**src/rtl/mips_ctrl_pkg.sv**
```systemverilog
`default_nettype none
// ============================================================================
//  Module      : mips_ctrl_pkg
//  Description : Shared types and constants for the multicycle MIPS main
//                control FSM: state encoding, opcodes, ALU-op codes, mux
//                select codes and the packed control word handed from the
//                output decoder to the top level.
//  Revision    : 1.0 - initial release
// ============================================================================
package mips_ctrl_pkg;

    typedef enum logic [3:0] {
        S_FETCH    = 4'd0,
        S_DECODE   = 4'd1,
        S_MEMADR   = 4'd2,
        S_MEMREAD  = 4'd3,
        S_MEMWB    = 4'd4,
        S_MEMWRITE = 4'd5,
        S_EXECUTE  = 4'd6,
        S_ALUWB    = 4'd7,
        S_BRANCH   = 4'd8,
        S_ADDIEX   = 4'd9,
        S_ADDIWB   = 4'd10,
        S_JUMP     = 4'd11,
        S_ILLEGAL  = 4'd12
    } state_t;

    // Opcodes (instr[31:26])
    localparam logic [5:0] OP_RTYPE = 6'b000000;
    localparam logic [5:0] OP_LW    = 6'b100011;
    localparam logic [5:0] OP_SW    = 6'b101011;
    localparam logic [5:0] OP_BEQ   = 6'b000100;
    localparam logic [5:0] OP_ADDI  = 6'b001000;
    localparam logic [5:0] OP_J     = 6'b000010;

    // ALU decoder operation codes
    localparam logic [1:0] ALUOP_ADD   = 2'b00;
    localparam logic [1:0] ALUOP_SUB   = 2'b01;
    localparam logic [1:0] ALUOP_FUNCT = 2'b10;

    // ALU source B selects
    localparam logic [1:0] SRCB_REG     = 2'b00;
    localparam logic [1:0] SRCB_FOUR    = 2'b01;
    localparam logic [1:0] SRCB_IMM     = 2'b10;
    localparam logic [1:0] SRCB_IMM_SH2 = 2'b11;

    // PC source selects
    localparam logic [1:0] PCSRC_ALURES = 2'b00;
    localparam logic [1:0] PCSRC_ALUOUT = 2'b01;
    localparam logic [1:0] PCSRC_JUMP   = 2'b10;

    // Raw Moore control word for one state, before reset / handshake gating.
    typedef struct packed {
        logic       ir_write;
        logic       pc_write;
        logic       branch;
        logic       iord;
        logic       mem_write;
        logic       reg_write;
        logic       reg_dst;
        logic       mem_to_reg;
        logic       alu_src_a;
        logic [1:0] alu_src_b;
        logic [1:0] pc_src;
        logic [1:0] alu_op;
    } ctrl_word_t;

    localparam int CTRL_W = $bits(ctrl_word_t);

    // States whose exit to FETCH completes (retires) an instruction.
    function automatic logic is_retire_state(input state_t s);
        return (s == S_MEMWB)  || (s == S_MEMWRITE) || (s == S_ALUWB) ||
               (s == S_BRANCH) || (s == S_ADDIWB)   || (s == S_JUMP);
    endfunction

endpackage : mips_ctrl_pkg
`default_nettype wire

```
**src/rtl/mips_ctrl_outdec.sv**
```systemverilog
`default_nettype none
// ============================================================================
//  Module      : mips_ctrl_outdec
//  Description : Purely combinational state -> control-word decode for the
//                multicycle MIPS main controller. Produces the ungated Moore
//                control word; handshake and reset gating live in the top.
//  Ports       : i_state - current FSM state encoding (4 bits)
//                o_ctrl  - packed control word (see ctrl_word_t)
//  Revision    : 1.0 - initial release
// ============================================================================
module mips_ctrl_outdec
    import mips_ctrl_pkg::*;
(
    input  logic [3:0]        i_state,
    output logic [CTRL_W-1:0] o_ctrl
);

    ctrl_word_t w_cw;

    always_comb begin
        w_cw = '0;
        case (state_t'(i_state))
            S_FETCH: begin
                w_cw.ir_write  = 1'b1;
                w_cw.pc_write  = 1'b1;
                w_cw.alu_src_b = SRCB_FOUR;
                w_cw.alu_op    = ALUOP_ADD;
            end
            S_DECODE: begin
                // Precompute the branch target while registers are read.
                w_cw.alu_src_b = SRCB_IMM_SH2;
                w_cw.alu_op    = ALUOP_ADD;
            end
            S_MEMADR: begin
                w_cw.alu_src_a = 1'b1;
                w_cw.alu_src_b = SRCB_IMM;
                w_cw.alu_op    = ALUOP_ADD;
            end
            S_MEMREAD: begin
                w_cw.iord = 1'b1;
            end
            S_MEMWB: begin
                w_cw.reg_dst    = 1'b0;
                w_cw.mem_to_reg = 1'b1;
                w_cw.reg_write  = 1'b1;
            end
            S_MEMWRITE: begin
                w_cw.iord      = 1'b1;
                w_cw.mem_write = 1'b1;
            end
            S_EXECUTE: begin
                w_cw.alu_src_a = 1'b1;
                w_cw.alu_src_b = SRCB_REG;
                w_cw.alu_op    = ALUOP_FUNCT;
            end
            S_ALUWB: begin
                w_cw.reg_dst    = 1'b1;
                w_cw.mem_to_reg = 1'b0;
                w_cw.reg_write  = 1'b1;
            end
            S_BRANCH: begin
                w_cw.alu_src_a = 1'b1;
                w_cw.alu_src_b = SRCB_REG;
                w_cw.alu_op    = ALUOP_SUB;
                w_cw.pc_src    = PCSRC_ALUOUT;
                w_cw.branch    = 1'b1;
            end
            S_ADDIEX: begin
                w_cw.alu_src_a = 1'b1;
                w_cw.alu_src_b = SRCB_IMM;
                w_cw.alu_op    = ALUOP_ADD;
            end
            S_ADDIWB: begin
                w_cw.reg_dst    = 1'b0;
                w_cw.mem_to_reg = 1'b0;
                w_cw.reg_write  = 1'b1;
            end
            S_JUMP: begin
                w_cw.pc_src   = PCSRC_JUMP;
                w_cw.pc_write = 1'b1;
            end
            default: begin
                // ILLEGAL and unused encodings drive nothing.
                w_cw = '0;
            end
        endcase
    end

    assign o_ctrl = w_cw;

endmodule : mips_ctrl_outdec
`default_nettype wire

```
**src/rtl/mips_multicycle_ctrl.sv**
```systemverilog
`default_nettype none
// ============================================================================
//  Module      : mips_multicycle_ctrl
//  Description : Main control FSM for the multicycle MIPS datapath. Decodes
//                the opcode, sequences fetch/decode/execute/memory/writeback,
//                waits on the memory-ready handshake, flags illegal opcodes
//                (sticky) and counts retired instructions.
//  Ports       : clk, rst_n (sync, active-low)
//                opcode, zero, mem_ready           - inputs
//                ir_write, pc_en, iord, mem_write,
//                reg_write, reg_dst, mem_to_reg,
//                alu_src_a, alu_src_b, pc_src,
//                alu_op                            - datapath controls
//                illegal_op, instr_count           - status
//  Revision    : 1.0 - initial release
// ============================================================================
module mips_multicycle_ctrl
    import mips_ctrl_pkg::*;
#(
    parameter int CNT_W = 32
) (
    input  logic             clk,
    input  logic             rst_n,
    input  logic [5:0]       opcode,
    input  logic             zero,
    input  logic             mem_ready,
    output logic             ir_write,
    output logic             pc_en,
    output logic             iord,
    output logic             mem_write,
    output logic             reg_write,
    output logic             reg_dst,
    output logic             mem_to_reg,
    output logic             alu_src_a,
    output logic [1:0]       alu_src_b,
    output logic [1:0]       pc_src,
    output logic [1:0]       alu_op,
    output logic             illegal_op,
    output logic [CNT_W-1:0] instr_count
);

    state_t           r_state;
    state_t           w_next;
    ctrl_word_t       w_cw;
    logic             w_fetch_ok;
    logic             w_retire;
    logic             r_illegal;
    logic [CNT_W-1:0] r_count;

    // ------------------------------------------------------------------
    // State register
    // ------------------------------------------------------------------
    always_ff @(posedge clk) begin
        if (!rst_n) begin
            r_state <= S_FETCH;
        end else begin
            r_state <= w_next;
        end
    end

    // ------------------------------------------------------------------
    // Next-state logic
    // ------------------------------------------------------------------
    always_comb begin
        w_next = S_FETCH;
        case (r_state)
            S_FETCH:    w_next = mem_ready ? S_DECODE : S_FETCH;
            S_DECODE: begin
                case (opcode)
                    OP_LW, OP_SW: w_next = S_MEMADR;
                    OP_RTYPE:     w_next = S_EXECUTE;
                    OP_BEQ:       w_next = S_BRANCH;
                    OP_ADDI:      w_next = S_ADDIEX;
                    OP_J:         w_next = S_JUMP;
                    default:      w_next = S_ILLEGAL;
                endcase
            end
            S_MEMADR: begin
                // Only lw/sw reach here; anything else falls back to fetch.
                if (opcode == OP_LW) begin
                    w_next = S_MEMREAD;
                end else if (opcode == OP_SW) begin
                    w_next = S_MEMWRITE;
                end else begin
                    w_next = S_FETCH;
                end
            end
            S_MEMREAD:  w_next = mem_ready ? S_MEMWB : S_MEMREAD;
            S_MEMWB:    w_next = S_FETCH;
            S_MEMWRITE: w_next = mem_ready ? S_FETCH : S_MEMWRITE;
            S_EXECUTE:  w_next = S_ALUWB;
            S_ALUWB:    w_next = S_FETCH;
            S_BRANCH:   w_next = S_FETCH;
            S_ADDIEX:   w_next = S_ADDIWB;
            S_ADDIWB:   w_next = S_FETCH;
            S_JUMP:     w_next = S_FETCH;
            S_ILLEGAL:  w_next = S_FETCH;
            default:    w_next = S_FETCH;
        endcase
    end

    // ------------------------------------------------------------------
    // Moore control word
    // ------------------------------------------------------------------
    mips_ctrl_outdec u_outdec (
        .i_state (r_state),
        .o_ctrl  (w_cw)
    );

    // ir_write/pc_write in FETCH only fire once the instruction word arrives.
    assign w_fetch_ok = (r_state != S_FETCH) || mem_ready;

    // ------------------------------------------------------------------
    // Retired-instruction counter and sticky illegal flag
    // ------------------------------------------------------------------
    assign w_retire = is_retire_state(r_state) && (w_next == S_FETCH);

    always_ff @(posedge clk) begin
        if (!rst_n) begin
            r_count   <= '0;
            r_illegal <= 1'b0;
        end else begin
            if (w_retire) begin
                r_count <= r_count + {{(CNT_W-1){1'b0}}, 1'b1};
            end
            if (r_state == S_ILLEGAL) begin
                r_illegal <= 1'b1;
            end
        end
    end

    // ------------------------------------------------------------------
    // Output gating: everything forced low while reset is asserted so no
    // partial write can happen during an abandoned instruction.
    // ------------------------------------------------------------------
    assign ir_write    = rst_n & w_cw.ir_write & w_fetch_ok;
    assign pc_en       = rst_n & ((w_cw.pc_write & w_fetch_ok) | (w_cw.branch & zero));
    assign iord        = rst_n & w_cw.iord;
    assign mem_write   = rst_n & w_cw.mem_write;
    assign reg_write   = rst_n & w_cw.reg_write;
    assign reg_dst     = rst_n & w_cw.reg_dst;
    assign mem_to_reg  = rst_n & w_cw.mem_to_reg;
    assign alu_src_a   = rst_n & w_cw.alu_src_a;
    assign alu_src_b   = rst_n ? w_cw.alu_src_b : 2'b00;
    assign pc_src      = rst_n ? w_cw.pc_src    : 2'b00;
    assign alu_op      = rst_n ? w_cw.alu_op    : 2'b00;
    assign illegal_op  = r_illegal;
    assign instr_count = r_count;

endmodule : mips_multicycle_ctrl
`default_nettype wire
```
**config.mk**
```make
export PLATFORM = sky130hd
export DESIGN_NAME = mips_multicycle_ctrl
export DESIGN_NICKNAME = d
export VERILOG_FILES = /design/src/rtl/mips_ctrl_pkg.sv /design/src/rtl/mips_ctrl_outdec.sv /design/src/rtl/mips_multicycle_ctrl.sv
export SDC_FILE = /design/constraint.sdc
export NUM_CORES = 1
export LEC_CHECK = 0
export CAP_MARGIN = 20
export CELL_PAD_IN_SITES_DETAIL_PLACEMENT = 1
export CELL_PAD_IN_SITES_GLOBAL_PLACEMENT = 1
export CORE_MARGIN = 5
export CORE_UTILIZATION = 38
export CTS_BUF_LIST = sky130_fd_sc_hd__clkbuf_16
export CTS_CLUSTER_DIAMETER = 120
export DETAILED_ROUTE_END_ITERATION = 8
export PLACE_DENSITY = 0.92
export SYNTH_ARGS = -nofsm -noshare
export SYNTH_HDL_FRONTEND = slang
export SYNTH_SLANG_ARGS = --single-unit
```
**constraint.sdc**
```tcl
create_clock -name clk -period 4.65 [get_ports clk]
set_input_delay 0.465 -clock clk [delete_from_list [all_inputs] [get_ports clk]]
set_output_delay 0.465 -clock clk [all_outputs]
set_load 0.02 [all_outputs]
```
## After elaboration in Yosys (flattened, before gate mapping)

Index checks and enable logic that the tools add are counted.

- Shift-type cells: 0
- Bitwise operators: 12
- Multiplexer cells: 20
- $mul: 0
- Add/subtract/negate cells: 1
- Reduce and logical (&&, ||, !) cells: 16
- Div/mod/pow operators: 0
- Eq/ne operators: 17
- $lt $le $gt $ge: 0

Operators by type and width:

| kind | number |
|---|---|
| $add A32 B1 Y32 const B | 1 |
| $pmux W4 S7 | 1 |
| $eq A4 B4 Y1 const B | 5 |
| $pmux W4 S5 | 1 |
| $eq A4 B3 Y1 const B | 4 |
| $eq A6 B6 Y1 const B | 2 |
| $mux W3 | 4 |
| $and A1 B1 Y1 | 11 |
| $pmux W3 S3 | 1 |
| $eq A4 B2 Y1 const B | 2 |
| $logic_not A4 Y1 | 2 |
| $pmux W2 S2 | 2 |
| $reduce_or A2 Y1 | 4 |
| $mux W1 | 7 |
| $eq A6 B2 Y1 const B | 1 |
| $eq A6 B3 Y1 const B | 1 |
| $eq A6 B4 Y1 const B | 1 |
| $logic_not A6 Y1 | 1 |
| $logic_or A1 B1 Y1 | 6 |
| $mux W2 | 3 |
| $pmux W2 S3 | 1 |
| $eq A4 B1 Y1 const B | 1 |
| $reduce_bool A4 Y1 | 1 |
| $reduce_or A4 Y1 | 1 |
| other kinds (2) | 2 |

- Logic and storage cells: 69
- Bits in latches: 0
- Memories: 0
- RAM bits: 0
- Bits in read-only memories: 0
- Output and inout port bits: 47
- Input port bits: 10
- Bits in registers: 37

## Logic depth before layout (Yosys ltp)

Gate-level depths: netlist of the first run.

- Depth in word-level cells: 7
- Depth in mapped cells: 8
- Gate-level depth less buffers: 5

## Hierarchy

From an unflattened synthesis of the first run, not the netlist that was laid out.

- Cell total of the unflattened synthesis: 334
- Area, all modules: 2581.2 um2

By module, submodules not included:

| module | area each (um2) | times used | seq. area each (um2) | cells each |
|---|---|---|---|---|
| mips_multicycle_ctrl | 2408.6 | 1 | 740.7 | 307 |
| mips_ctrl_outdec | 172.7 | 1 | 0.0 | 27 |

## Least setup slack after synthesis of the first run

Ideal clock, no wire load.

- Path type: input to output
- Start point: in rst_n
- End point: out pc_en
- Buffers on the path: 1
- Slack: 2471 ps
- Stages: 5
- Required time: 4185 ps
- Arrival: 1714 ps
- Path through: clkbuf_1 nand2_1 nor3_1 nand2_1 o21ai_0

- Word-level cells in the longest chain between the ends: 1

RTL lines:

| item | RTL line | text |
|---|---|---|
| start, declared | mips_multicycle_ctrl.sv:23 | `input logic rst_n,` |
| $and A1 B1 Y1 | mips_multicycle_ctrl.sv:137 | `assign pc_en = rst_n & ((w_cw.pc_write & w_fetch_ok) \| (w_cw.branch & zero));` |
| end, declared | mips_multicycle_ctrl.sv:28 | `output logic pc_en,` |

No other way between the ends.

## Final worst setup path of the first run

- Start point: in mem_ready
- End point: out pc_en

- Word-level cells in the longest chain between the ends: 4

RTL lines:

| item | RTL line | text |
|---|---|---|
| start, declared | mips_multicycle_ctrl.sv:26 | `input logic mem_ready,` |
| $logic_or A1 B1 Y1 | mips_multicycle_ctrl.sv:111 | `assign w_fetch_ok = (r_state != S_FETCH) \|\| mem_ready;` |
| $and A1 B1 Y1 | mips_multicycle_ctrl.sv:137 |  |
| $or A1 B1 Y1 | mips_multicycle_ctrl.sv:137 |  |
| $and A1 B1 Y1 | mips_multicycle_ctrl.sv:137 |  |

No other way between the ends.

==> flow_metrics.env, run 1 <==
export IMPL_die_y_um=87.4
export IMPL_vias=2346
export IMPL_critPathCaptureType="output pin"
export IMPL_max_freq_ghz=0.343
export IMPL_core_rowCount=28
export IMPL_seq_area_frac_synth_pct=32.6
export IMPL_netlist_instances=286
export IMPL_r2r_start="r_state[1]"
export IMPL_path_clk_slew_ps=60
export IMPL_grt_overflow=0
export IMPL_die_area_sq_um=7630
export IMPL_tightest_slew_ps=739
export IMPL_avgSynthCellArea_sq_um=7.95
export IMPL_arrival_ps=2450
export IMPL_numCtsBuffers=5
export IMPL_yosysMostFrequentCell="dfxtp_1"
export IMPL_power_density_nw_per_um2=273
export IMPL_area_growth_pct=31.7
export IMPL_tritoncts="built"
export IMPL_rrSetupSlack_ps=1800
export IMPL_synth_ff_type="dfxtp_1"
export IMPL_wirelength_um=6760
export IMPL_postCtsSetupRepairBufs=0
export IMPL_synthesis_nets=297
export IMPL_drc_errors=0
export IMPL_cts_sinks=37
export IMPL_period_share_pct=62.7
export IMPL_worstPathRequired_ps=4180
export IMPL_globalplace_congestion=0.776
export IMPL_synth_seq_cells=37
export IMPL_root_buffer="clkbuf_16"
export IMPL_r2r_end="instr_count[20]"
export IMPL_netlist_area_sq_um=2270
export IMPL_p_total_mw=0.817
export IMPL_cts_resized=0
export IMPL_fillers=722
export IMPL_yosysWarnings=0
export IMPL_wire_per_inst_um=16.6
export IMPL_clock_path_buffers=2
export IMPL_synth_enable_flop_cells=0
export IMPL_clock_latency_ps=280
export IMPL_portBuffers=56
export IMPL_synth_commonest_cells="dfxtp_1 (37), nand2_1 (33), a21oi_1 (22)"
export IMPL_hold_buffers=0
export IMPL_synth_top_area_cell="dfxtp_1"
export IMPL_ir_drop_mv=0.179
export IMPL_grt_pass1_wl_um=11500
export IMPL_min_path_type="reg -> reg"
export IMPL_core_region_area_sq_um=5890
export IMPL_whs_endpoint="instr_count[26]"
export IMPL_slew_headroom_pct=50.7
export IMPL_first_global_vias=2366
export IMPL_io_pins=57
export IMPL_outcome="finished, final reports clean"
export IMPL_crit_type="in -> out"
export IMPL_dr_pass1_iters=6
export IMPL_h_tree_depth=2
export IMPL_synth_top_area_share_pct=32.6
export IMPL_final_area_sq_um=3000
export IMPL_dieWidth_um=87.4
export IMPL_start_util_pct=38.6
export IMPL_startpoint_type="input port"
export IMPL_whs_ps=491
export IMPL_fin_skew_ps=7.69
export IMPL_ff2ff_path_depth=6
export IMPL_post_dp_cell_area_sq_um=2830
export IMPL_whs_path_depth=2
export IMPL_maxSlewViolCount=0
export IMPL_grt_max_degree=49
export IMPL_place_hpwl_um=4610
export IMPL_layout_drive_gt1_share_pct=5.74
export IMPL_synthTopCellsByArea="dfxtp_1 (33%), mux2i_1 (7.0%), nand2_1 (5.4%)"
export IMPL_multi_input_area_sq_um=1400
export IMPL_nets=341
export IMPL_diodes=0
export IMPL_final_hold_viol_count=0
export IMPL_leakagePower_nw=0.893
export IMPL_seqCellArea_sq_um=741
export IMPL_cp_startpoint="mem_ready"
export IMPL_setup_viol=0
export IMPL_min_from="instr_count[26]"
export IMPL_viasPerCell=5.78
export IMPL_cap_viol_max_count=0
export IMPL_ys_async_sr_fraction_pct=0
export IMPL_ys_types=47
export IMPL_drtAntennaViolNets=0
export IMPL_period_needed_ps=2910
export IMPL_antenna_found_initial=0
export IMPL_crit_path_max_fanout=6
export IMPL_rsz0062_at_grt="false"
export IMPL_grt_usage_pct=18.5
export IMPL_drtIter0Drc=88
export IMPL_setup_tns_ps=0
==> worst max-delay path, stage by stage <==
cell             delay [ps]
clkdlybuf4s50_1         540
or3b_2                  490
nor2_1                  100
a31oi_1                  50
o21ai_0                 170
clkdlybuf4s50_1         630
==> routing by layer <==
metal  vias to the layer above  track usage [%]  wire [um]
met1                      1140             23.5       2940
li1                       1152                -          -
met4                         0             5.30        104
met3                        10             2.55        205
met2                        44             32.3       3510
met5                         -                0          0
==> how the worst max path moves through the flow <==
stage	endpoint
5_1_grt	instr_count[17]
4_1_cts	pc_en
6_report	pc_en
2_1_floorplan	pc_en
3_5_place_dp	pc_en
3_3_place_gp	pc_en
==> registers in the layout, indices dropped and copies added, names as in the netlist <==
| name | cells |
|---|---|
| illegal_op | 1 |
| r_state | 4 |
| instr_count | 32 |
==> layout make-up <==
class                           instances  area share, %
Clock buffer                            5           4.18
Sequential cell                        37           24.7
Multi-Input combinational cell        221           46.6
Clock inverter                          3           1.25
Inverter                                7          0.877
Tap cell                               75           3.13
Timing Repair Buffer                   58           19.2
==> per-stage QoR <==
stage          utilization (%)  setup slack, ps  cells
2_1_floorplan                -             2470    286
3_5_place_dp              48.1             1730    398
5_1_grt                   50.9             1490    406
3_3_place_gp              48.1             1760    398
6_report                  50.9             1740    406
4_1_cts                   50.9             1730    406
==> layout by cell type (no fill, tap or decap), types with 2 or more instances in the layout <==
| cell type | count |
|---|---|
| clkdlybuf4s50_1 | 56 |
| dfxtp_1 | 37 |
| nand2_1 | 33 |
| a21oi_1 | 22 |
| nand2b_1 | 18 |
| nor4_1 | 17 |
| mux2i_1 | 16 |
| or4_1 | 13 |
| nor2_1 | 12 |
| o31ai_1 | 11 |
| nand3_1 | 10 |
| nor3_1 | 9 |
| inv_1 | 8 |
| nand4_1 | 5 |
| clkbuf_16 | 5 |
| o21ai_0 | 4 |
| o31a_1 | 4 |
| nor2b_1 | 3 |
| or3b_2 | 3 |
| or2_2 | 3 |
| nand3b_1 | 3 |
| and3_1 | 3 |
| or3_1 | 3 |
| and4_1 | 3 |
| a31oi_1 | 2 |
| xnor2_1 | 2 |
| nor4_2 | 2 |
| nor4b_1 | 2 |
| o21a_1 | 2 |
| buf_4 | 2 |
==> power breakdown <==
group	internal (mW)	switching (mW)
combinational	0.0409	0.0655
clock	0.249	0.130
sequential	0.321	0.0104
total	0.611	0.206
==> kinds of logic after synthesis <==
family	after synthesis	share of synthesized area (%)
multiplexers	16	7.04
adder cells (fa/ha/maj)	1	0.550
AO/OA/AOI/OAI	53	14.9
XOR/XNOR	2	0.770
buffers and inverters	28	6.05
flip-flops	37	32.6
AND/OR/NAND/NOR	149	38.2
No activity file was read; power rests on OpenSTA's default activity.
==> run 2: changes to the inputs <==
CORE_UTILIZATION = 32   (was 38)
PLACE_DENSITY = 0.84   (was 0.92)
clock period = 2.65 ns   (was 4.65 ns; I/O delays follow)
==> flow_metrics.env, run 2 (synthesis results as in run 1) <==
export IMPL_outcome="finished, final reports clean"
export IMPL_clock_path_buffers=2
export IMPL_viasPerCell=5.44
export IMPL_cap_viol_max_count=0
export IMPL_crit_family="buffers and inverters"
export IMPL_dp_cells=434
export IMPL_rrSetupSlack_ps=200
export IMPL_arrival_ps=2240
export IMPL_routed_top_layer="met4"
export IMPL_wire_per_inst_um=15.2
export IMPL_leakagePower_nw=0.968
export IMPL_ff2ff_path_depth=6
export IMPL_fin_cells=442
export IMPL_die_y_um=94.3
export IMPL_min_path_type="reg -> reg"
export IMPL_pre_cts_ws_ps=-26.4
export IMPL_final_cell_mix="clkdlybuf4s50_1 (55), dfxtp_1 (37), nand2_1 (33)"
export IMPL_crit_path_max_fanout=6
export IMPL_tightest_slew_ps=463
export IMPL_drtAntennaViolNets=0
export IMPL_clock_latency_ps=280
export IMPL_crit_path_frequent_cell="clkdlybuf4s50_1"
export IMPL_r2r_end="instr_count[11]"
export IMPL_startpoint_type="input port"
export IMPL_wl_met3_um=245
export IMPL_maxSlewViolCount=0
export IMPL_postCtsSetupRepairBufs=0
export IMPL_drc_errors=0
export IMPL_core_region_area_sq_um=6870
export IMPL_diodes=0
export IMPL_core_rowCount=30
export IMPL_fin_skew_ps=6.45
export IMPL_setup_tns_ps=0
export IMPL_period_needed_ps=2500
export IMPL_crit_path_top_delay_cell="clkdlybuf4s50_1"
export IMPL_drtIter0Drc=57
export IMPL_grt_usage_pct=15.3
export IMPL_r2r_start="r_state[0]"
export IMPL_nets=356
export IMPL_rsz0062_at_grt="false"
export IMPL_vias=2406
export IMPL_die_area_sq_um=8890
export IMPL_wirelength_um=6710
export IMPL_slowest_delay_ps=630
export IMPL_grt_max_degree=47
export IMPL_dieWidth_um=94.3
export IMPL_largest_reg_flops=32
export IMPL_first_global_vias=2389
export IMPL_path_clk_slew_ps=60
export IMPL_tritoncts="built"
export IMPL_antenna_found_initial=0
export IMPL_slew_headroom_pct=69.1
export IMPL_worstPathRequired_ps=2380
export IMPL_min_from="instr_count[6]"
export IMPL_crit_type="in -> out"
export IMPL_period_share_pct=94.5
export IMPL_worst_slack_ps=146
export IMPL_ir_drop_mv=0.218
export IMPL_h_tree_depth=2
export IMPL_max_freq_ghz=0.399
export IMPL_area_growth_pct=37.0
export IMPL_root_buffer="clkbuf_16"
export IMPL_fin_util_pct=45.4
export IMPL_wl_met2_um=3320
export IMPL_layout_drive_gt1_share_pct=10.1
export IMPL_globalplace_congestion=0.782
export IMPL_p_total_mw=1.36
export IMPL_wl_met1_um=3060
export IMPL_grt_pass1_wl_um=11200
export IMPL_io_pins=57
export IMPL_cts_sinks=37
export IMPL_path_buf_inv=3
export IMPL_critPathCaptureType="output pin"
export IMPL_setup_viol=0
export IMPL_power_density_nw_per_um2=438
export IMPL_portBuffers=56
export IMPL_final_hold_viol_count=0
export IMPL_grt_overflow=0
export IMPL_dr_pass1_iters=4
export IMPL_whs_path_depth=2
export IMPL_place_hpwl_um=4870
export IMPL_numCtsBuffers=5
export IMPL_whs_endpoint="instr_count[6]"
export IMPL_start_util_pct=33.1
export IMPL_final_common_cell="clkdlybuf4s50_1"
export IMPL_crit_chain="clkdlybuf4s50_1 > or3b_2 > buf_4 > nor3_1 > clkdlybuf4s50_1"
-- run 2: how the worst max path moves through the flow --
stage / startpoint / end / cells past startpoint
5_1_grt: r_state[0] / instr_count[29] / 5
4_1_cts: mem_ready / pc_en / 7
3_5_place_dp: mem_ready / instr_count[16] / 6
6_report: mem_ready / ir_write / 5
3_3_place_gp: mem_ready / pc_en / 7
2_1_floorplan: r_state[1] / instr_count[29] / 8
-- run 2: area by class of cell --
class	instances	area [sq um]
clock buffers	5	125
inverters	7	26.3
flip-flops and latches	37	741
fillers	827	3750
well taps	96	120
multi-input cells	221	1400
repair buffers	73	691
clock inverters	3	17.5
-- run 2: repair_timing --
action | in CTS | in global routing
gates resized for setup | 0 | 1
setup endpoints to repair | 0 | 1
hold buffers | 0 | 0
endpoints found under the hold margin | 0 | 0
-- run 2: through the flow --
stage                     hold slack, ps  instance area (sq um)
after global placement               452                   2970
after floorplan                      452                   2270
after global routing                 506                   3120
after CTS                            492                   3110
after detailed placement             481                   2970
final                                485                   3120
-- run 2: worst min-delay path, cell delays in order (launching register included) --
cell	delay, ps
dfxtp_1	330
nand2_1	60
mux2i_1	50
-- run 2: report_power, final --
group	switching, mW	internal, mW	leakage (nW)
logic	0.127	0.0850	0.598
registers	0.00858	0.563	0.298
clock network	0.236	0.345	0.0712
total	0.371	0.993	0.968
-- run 2: per-layer routing --
layer	up-vias	track usage [%]
met2	39	27.1
li1	1182	-
met4	0	5.05
met5	-	0
met3	5	2.16
met1	1180	19.1
==> run 3: changes to the inputs <==
==> constraint.sdc (replaced) <==
create_clock -name clk -period 2.65 [get_ports clk]
set_input_delay 0.265 -clock clk [delete_from_list [all_inputs] [get_ports clk]]
set_output_delay 0.265 -clock clk [all_outputs]
set_load 0.1 [all_outputs]
==> flow_metrics.env, run 3 (synthesis results as in run 1) <==
export IMPL_path_buf_inv=1
export IMPL_layout_drive_gt1_share_pct=24.9
export IMPL_setup_viol=0
export IMPL_grt_overflow=0
export IMPL_p_int_mw=1.02
export IMPL_fin_cells=441
export IMPL_core_rowCount=30
export IMPL_slew_headroom_pct=61.2
export IMPL_postCtsSetupRepairBufs=0
export IMPL_clock_latency_ps=290
export IMPL_power_frac_seq_pct=38.8
export IMPL_swShare_pct=31.1
export IMPL_tritoncts="built"
export IMPL_worstPathRequired_ps=2850
export IMPL_cts_resized=0
export IMPL_crit_path_top_delay_cell="dfxtp_1"
export IMPL_crit_family="simple AND/OR/NAND/NOR gates"
export IMPL_ir_drop_mv=0.223
export IMPL_slowest_delay_ps=570
export IMPL_power_density_nw_per_um2=458
export IMPL_crit_path_frequent_cell="a21oi_1"
export IMPL_area_growth_pct=42.1
export IMPL_grt_max_degree=28
export IMPL_vias=2429
export IMPL_period_share_pct=93.9
export IMPL_maxSlewViolCount=0
export IMPL_core_region_area_sq_um=6870
export IMPL_h_tree_depth=2
export IMPL_numCtsBuffers=5
export IMPL_fin_skew_ps=6.61
export IMPL_clock_path_buffers=2
export IMPL_max_freq_ghz=0.402
export IMPL_drtIter0Drc=74
export IMPL_place_hpwl_um=5350
export IMPL_worst_slack_ps=161
export IMPL_combPwrFrac_pct=21.8
export IMPL_nets=355
export IMPL_crit_cells=6
export IMPL_crit_type="reg -> reg"
export IMPL_wire_per_inst_um=16.7
export IMPL_crit_chain="nand2b_2 > a21oi_1 > or4_4 > buf_12 > or4_1 > a21oi_1"
export IMPL_rsz0062_at_grt="false"
export IMPL_final_hold_viol_count=0
export IMPL_cp_startpoint="r_state[0]"
export IMPL_r2r_end="instr_count[2]"
export IMPL_grt_pass1_wl_um=11900
export IMPL_cts_sinks=37
export IMPL_diodes=0
export IMPL_root_buffer="clkbuf_16"
export IMPL_arrival_ps=2690
export IMPL_dieWidth_um=94.3
export IMPL_dp_cells=433
export IMPL_setup_tns_ps=0
export IMPL_hold_buffers=0
export IMPL_min_path_type="reg -> reg"
export IMPL_crit_end="instr_count[2]"
export IMPL_pre_cts_ws_ps=111
export IMPL_r2r_start="r_state[0]"
export IMPL_final_common_cell="buf_4"
export IMPL_p_switching_mw=0.459
export IMPL_clockPowerShare_pct=39.3
export IMPL_outcome="finished, final reports clean"
export IMPL_globalplace_congestion=0.793
export IMPL_drc_errors=0
export IMPL_rrSetupSlack_ps=160
export IMPL_wirelength_um=7360
export IMPL_dr_pass1_iters=4
export IMPL_start_util_pct=33.1
export IMPL_first_global_vias=2413
export IMPL_path_clk_slew_ps=60
export IMPL_antenna_found_initial=0
export IMPL_ff2ff_path_depth=6
export IMPL_largest_reg_flops=32
export IMPL_crit_path_max_fanout=27
export IMPL_startpoint_type="flop"
export IMPL_final_cell_mix="buf_4 (47), dfxtp_1 (37), nand2_1 (33)"
export IMPL_drtAntennaViolNets=0
export IMPL_critPathCaptureType="flop"
export IMPL_viasPerCell=5.51
export IMPL_tightest_slew_ps=582
export IMPL_whs_ps=471
export IMPL_die_y_um=94.3
export IMPL_io_pins=57
export IMPL_period_needed_ps=2490
export IMPL_cap_viol_max_count=0
export IMPL_grt_usage_pct=16.7
export IMPL_leakagePower_nw=1.10
export IMPL_portBuffers=56
export IMPL_die_area_sq_um=8890
export IMPL_min_from="instr_count[31]"
[run 3: cell types whose count changed in the layout (fill, tap and decap cells not counted), moves of 2 or more]
cell	previous run	this run
buf_4	17	47
nor3_1	9	5
clkdlybuf4s50_1	55	9
nor4_1	17	15
buf_12	0	16
nor3_2	0	3
[run 3: worst min-delay path by stage]
stage / endpoint / slack (ps) / cells after the start
3_3_place_gp: instr_count[31] / 450 / 2
6_report: instr_count[31] / 470 / 2
2_1_floorplan: r_state[3] / 460 / 2
5_1_grt: instr_count[31] / 510 / 2
4_1_cts: instr_count[31] / 480 / 2
3_5_place_dp: instr_count[31] / 470 / 2
[run 3: layout make-up]
class | instances | area [sq um]
fillers | 827 | 3640
repair buffers | 72 | 763
multi-input cells | 221 | 1440
flip-flops and latches | 37 | 741
inverters | 7 | 26.3
clock buffers | 5 | 125
well taps | 96 | 120
clock inverters | 3 | 12.5
[run 3: metal layers]
layer | track usage [%] | routed length [um] | part of all wire [%]
met1 | 20.9 | 3210 | 44
met3 | 2.40 | 193 | 2.6
met5 | 0 | 0 | 0
met4 | 6.98 | 151 | 2.1
met2 | 28.5 | 3800 | 52
[run 3: power groups by stage]
stage / Sequential [mW] / Clock (mW) / Combinational [mW]
2_1_floorplan: 0.597 / 0 / 0.203
6_report: 0.574 / 0.582 / 0.323
3_5_place_dp: 0.586 / 0 / 0.323
3_3_place_gp: 0.586 / 0 / 0.316
4_1_cts: 0.574 / 0.590 / 0.325
5_1_grt: 0.576 / 0.617 / 0.342
[run 3: metrics by stage]
stage	area [sq um]	total power [mW]	utilization (%)
2_1_floorplan	2320	0.800	-
3_3_place_gp	3090	0.902	45.0
3_5_place_dp	3090	0.909	45.0
4_1_cts	3230	1.49	47.0
5_1_grt	3230	1.53	47.0
6_report	3230	1.48	47.0
[run 3: tightest hold or removal path, stage by stage, from the launching register on]
cell     delay (ps)
dfxtp_1         320
nand2_1          50
mux2i_1          50
